===== src/rtl/fetch_stage.sv =====
// fetch_stage: PC owner and IF/ID register with stall, redirect and memory wait-state handling.
// Define FETCH_DELAY_SLOT_EN to build MIPS branch-delay-slot semantics (adds SLOT_WAIT and saved_target).
module fetch_stage #(
  parameter logic [31:0] RESET_PC = 32'h0000_3000,
  parameter logic [31:0] NOP      = 32'h0000_0000
) (
  input  logic        clk,
  input  logic        reset,
  input  logic        stall,
  input  logic        redirect,
  input  logic [31:0] redirect_pc,
  output logic [31:0] imem_addr,
  input  logic [31:0] imem_data,
  input  logic        imem_ready,
  output logic [31:0] IR_OUT,
  output logic [31:0] PC4_OUT,
  output logic        valid_out
);
  logic [31:0] pc_q, pc_d, ir_q, ir_d, pc4_q, pc4_d, target, pc_inc;
  logic        valid_q, valid_d, take;
  assign target = redirect_pc & 32'hFFFF_FFFC;
  assign pc_inc = pc_q + 32'd4;
`ifdef FETCH_DELAY_SLOT_EN
  typedef enum logic {NORMAL, SLOT_WAIT} state_t;
  state_t      state_q, state_d;
  logic [31:0] saved_q, saved_d;
  logic        slot;
  assign slot = state_q == SLOT_WAIT;
  // The word after a branch always executes, so any ready word is captured.
  assign take = imem_ready;
  always_comb begin
    state_d = stall ? state_q : slot ? (imem_ready ? NORMAL : SLOT_WAIT)
            : (redirect && !imem_ready) ? SLOT_WAIT : NORMAL;
    saved_d = (!stall && !slot && redirect && !imem_ready) ? target : saved_q;
    pc_d    = (stall || !imem_ready) ? pc_q : slot ? saved_q : redirect ? target : pc_inc;
  end
  always_ff @(posedge clk or posedge reset) begin
    if (reset) begin
      state_q <= NORMAL;
      saved_q <= '0;
    end else begin
      state_q <= state_d;
      saved_q <= saved_d;
    end
  end
`else
  // The wrong-path word fetched alongside a redirect is squashed.
  assign take = imem_ready && !redirect;
  always_comb pc_d = stall ? pc_q : redirect ? target : imem_ready ? pc_inc : pc_q;
`endif
  always_comb begin
    ir_d    = stall ? ir_q : take ? imem_data : NOP;
    pc4_d   = stall ? pc4_q : take ? pc_inc : '0;
    valid_d = stall ? valid_q : take;
  end
  always_ff @(posedge clk or posedge reset) begin
    if (reset) begin
      pc_q    <= RESET_PC;
      ir_q    <= NOP;
      pc4_q   <= '0;
      valid_q <= 1'b0;
    end else begin
      pc_q    <= pc_d;
      ir_q    <= ir_d;
      pc4_q   <= pc4_d;
      valid_q <= valid_d;
    end
  end
  assign imem_addr = pc_q;
  assign IR_OUT    = ir_q;
  assign PC4_OUT   = pc4_q;
  assign valid_out = valid_q;
endmodule

===== config.mk =====
export PLATFORM = sky130hd
export DESIGN_NAME = fetch_stage
export DESIGN_NICKNAME = d
export VERILOG_FILES = /design/src/rtl/fetch_stage.sv
export SDC_FILE = /design/constraint.sdc
export NUM_CORES = 1
export LEC_CHECK = 0
export BUFFER_PORTS_ARGS = -buffer_cell sky130_fd_sc_hd__buf_2
export CORE_AREA = 2 2 103 105
export CTS_CLUSTER_SIZE = 14
export DETAILED_ROUTE_END_ITERATION = 16
export DIE_AREA = 0 0 105 107
export GPL_ROUTABILITY_DRIVEN = 0
export HOLD_SLACK_MARGIN = 0.02
export PLACE_DENSITY = 0.78
export SLEW_MARGIN = 20
export SYNTH_ARGS = -nofsm -noshare
export SYNTH_HDL_FRONTEND = slang
export SYNTH_SLANG_ARGS = --single-unit

===== constraint.sdc =====
create_clock -name clk -period 4.93 [get_ports clk]
set_input_delay 0.2465 -clock clk [delete_from_list [all_inputs] [get_ports clk]]
set_output_delay 0.2465 -clock clk [all_outputs]
set_load 0.05 [all_outputs]

==> key figures <==
Critical path
  – Peak fanout along the critical path: 45
  – Kind of start point of the critical path: input port
  – Data required time of the critical path: 5.18 ns
  – Data arrival time at the worst-slack endpoint: 2.67 ns
  – Buffers and inverters on the worst path: 2
  – Critical path's top delay family: buffers and inverters
  – Crit path cell chain: buf_2, inv_1, nand2_2, nor3_1, a311o_2
  – Endpoint kind of the worst setup timing path: flop
  – Setup Crit Path Kind: in2reg
  – Slowest cell delay on critical path: 0.70 ns
  – Slowest cell on crit path: nand2_2

Floorplanning
  – Starting density of the core: between 40% and 50%
  – Count of boundary I/O pins: 166
  – Overall die width: 105 um
  – Total number of placement rows: 37
  – Die Area: 11,240 um2
  – Chip height: 107 um
  – Placeable core region: 10,090 um2

Yosys
  – Most used flip-flop cell after synthesis: dfrtp_1
  – Yosys warning count: 0
  – Top-count cell post-synth: dfrtp_1
  – Register area share after synthesis: between 50% and 60%
  – Area share of the leading cell type in the synthesized netlist: approximately half
  – Distinct cell type count after synthesis: between 50 and 60
  – Post-synthesis average cell area: 10.10 um2
  – Library cell with the largest summed area after synthesis: dfrtp_1
  – FF+latch count, synth: 93
  – Gate Count Post-Synth: 440
  – Top cells by count, synth: dfrtp_1, nand2_1, o21ai_0
  – Proportion of register bits with asynchronous set or reset after synthesis: 100.0%
  – Number of enable-type register cells in the synthesized netlist: 0
  – Combined area of all synthesized cells: 4443 um2
  – Largest cells by area after synthesis: dfrtp_1, a22o_1, o21ai_0

Timing
  – Clock Skew: around 0.015 ns
  – Final setup violation count: 0
  – Final-layout setup total negative slack: 0 ns
  – Shortest period the worst path allows: roughly 2.4 ns
  – Max-Slew Margin vs Limit: 48.17%
  – Setup repair after global routing missed its margin: no
  – Count of pins over their slew limit: 0
  – Transition time at the pin with the least slew margin: 0.7767 ns
  – Hold Vio Cnt, Final: 0
  – Final worst setup slack: approximately 2.5 ns
  – Maximum achievable frequency: 0.4139 GHz
  – Final critical-path share of the clock period: between 40% and 50%

Pwr
  – Sw Ratio: about 40%
  – Part of the total power dissipated in combinational logic: about 29%
  – Psw: between 800 and 900 uW
  – Internal Dissipation: roughly 1.2 mW
  – Part of the total power dissipated in the clock network: 25.6%
  – Worst vdd ir: between 0.2 and 0.25 mV
  – Reported leakage power: ~2.7 nW
  – Power per unit of standard cell area: 378.9 nW/um2
  – Sequential fraction of design power: 45.3%

Routing
  – Detail Route Antenna Nets: 0
  – Per-cell via count in the routed design: about 5.6
  – Length of the first detailed-routing pass in iterations: 4
  – Detailed-route via count: 4,066
  – Residual DRC: 0
  – Total Wirelength: 12,590 um
  – Routed length per placed instance: 17.36 um
  – Number of violations reported at the end of detailed-routing iteration 0: 366

Place
  – Count of input and output buffers: 159
  – Placed wire-length estimate after detailed placement: 8579 um
  – Post-Place Setup Slack: between 2 and 2.5 ns

Worst hold path
  – Path class of the lowest-slack min-delay path: in2reg

Status
  – Status: completed

Run
  – Max-capacitance violation count: 0

Clocking
  – Clock insertion delay at the later pin of the skew report: 0.37 ns
  – CTS max path bufs: 2
  – CTS HTree Levels: 3
  – Clock input transition at the sequential cells of the worst setup and hold paths: 0.10 ns
  – PostCTS Resize Cnt: 0
  – Sink Count: 93
  – Clock tree from TritonCTS: done
  – Clock buffers created by TritonCTS: 9
  – Clock root buffer: clkbuf_8

Global routing
  – Wire length of the first global-routing pass: 20,020 um
  – Number of antenna violations at the first check in global routing: 0
  – Grt total ovfl: 0
  – Overall global routing resource usage: 22.42%
  – Via count of the first global-routing pass: about 3,900
  – Maximum number of pins on one net before global-route repair: 71

Final layout
  – Area Growth Syn to Fin: 23.68%
  – Share of final-layout standard cells stronger than drive strength 1: between 30% and 40%
  – Number of fill cells in the layout: 957
  – Layout net count: 654
  – Antenna cell count: 0
worst paths after layout:
kind                                  from       endpoint  slack (ns)  cells after the start
max                               redirect  imem_addr[25]        2.51                      5
min                        redirect_pc[24]  imem_addr[24]        0.08                      3
max reg2reg                   imem_addr[2]  imem_addr[24]        2.69                      6
min reg2reg                     PC4_OUT[5]     PC4_OUT[5]        0.49                      2
max in group asynchronous            reset     IR_OUT[30]        3.37                      4
min in group asynchronous            reset     IR_OUT[20]        0.46                      3
repair_timing:
action | 4_1_cts | 5_1_grt
hold buffers | 1 | 0
hold endpoints to repair | 39 | 0
buffers inserted | 0 | 0
metal layers:
layer | GRT usage (%) | vias to the layer above | wire [um]
li1 | - | 1885 | -
met2 | 35.71 | 185 | 5935
met3 | 5.532 | 26 | 887
met4 | 8.190 | 0 | 324
met5 | 0 | - | 0
met1 | 29.80 | 1970 | 5441
through the flow:
| step | hold slack (ns) | area (um2) | util (%) | total power, mW | cells |
|---|---|---|---|---|---|
| floorplan | 0.3622 | 4454 | - | 1.394 | 443 |
| CTS | 0.06762 | 5495 | 54.45 | 2.089 | 725 |
| detailed placement | 0.3084 | 5280 | 52.32 | 1.560 | 708 |
| global placement | 0.2993 | 5280 | 52.32 | 1.544 | 708 |
| global route | 0.05911 | 5495 | 54.45 | 2.173 | 725 |
| finish | 0.07780 | 5495 | 54.45 | 2.082 | 725 |
flip-flops by register name, indices dropped and copies added, names as in the netlist:
signal and flops:
IR_OUT 32, imem_addr 30, valid_out 1, PC4_OUT 30
worst min-delay path: stages:
cell and delay [ns]:
buf_2 0.07, nand2_1 0.04, nand3_1 0.05
layout make-up:
cell class | instances | area, um2 | share of cell area [%]
Sequential cell | 93 | 2330 | 42.40
Multi-Input combinational cell | 313 | 1941 | 35.31
Timing Repair Buffer | 164 | 835.8 | 15.21
Tap cell | 136 | 170.2 | 3.097
Clock buffer | 9 | 123.9 | 2.254
Clock inverter | 7 | 81.33 | 1.480
Inverter | 3 | 13.76 | 0.2505
cell usage in the layout, fill, tap and decap left out, drive strengths merged, types with 4 or more instances in the layout:
master  synthesis  final
nand3          21     21
o21ai          47     47
dfrtp          91     91
a22o           34     34
nor3            8      8
nor2           23     23
a22oi           8      8
o311ai          6      6
a21oi          16     16
xor2           13     13
clkbuf         19      9
and3           17     17
nand4          10     10
buf            15    163
inv             3      5
conb            1      4
xnor2          12     12
and4            4      4
nand2          53     53
power groups by stage:
stage	logic, mW	registers (mW)	clock network [mW]
floorplan	0.190	1.20	0
global placement	0.596	0.948	0
detailed placement	0.606	0.954	0
CTS	0.609	0.940	0.541
global route	0.642	0.955	0.575
finish	0.606	0.943	0.534
cell families (layout without fill, tap and decap cells):
group	count (synthesis)	in the layout	synth area share [%]
AND/OR/NAND/NOR	149	149	17.38
AO/OA/AOI/OAI	131	131	20.08
flip-flops	93	93	52.44
buffers and inverters	37	183	4.140
XOR/XNOR	25	25	4.928
multiplexers	3	3	0.6759
adder cells (fa/ha/maj)	1	1	0.2816
other	1	4	0.08440
(Power assumes the default switching activity.)
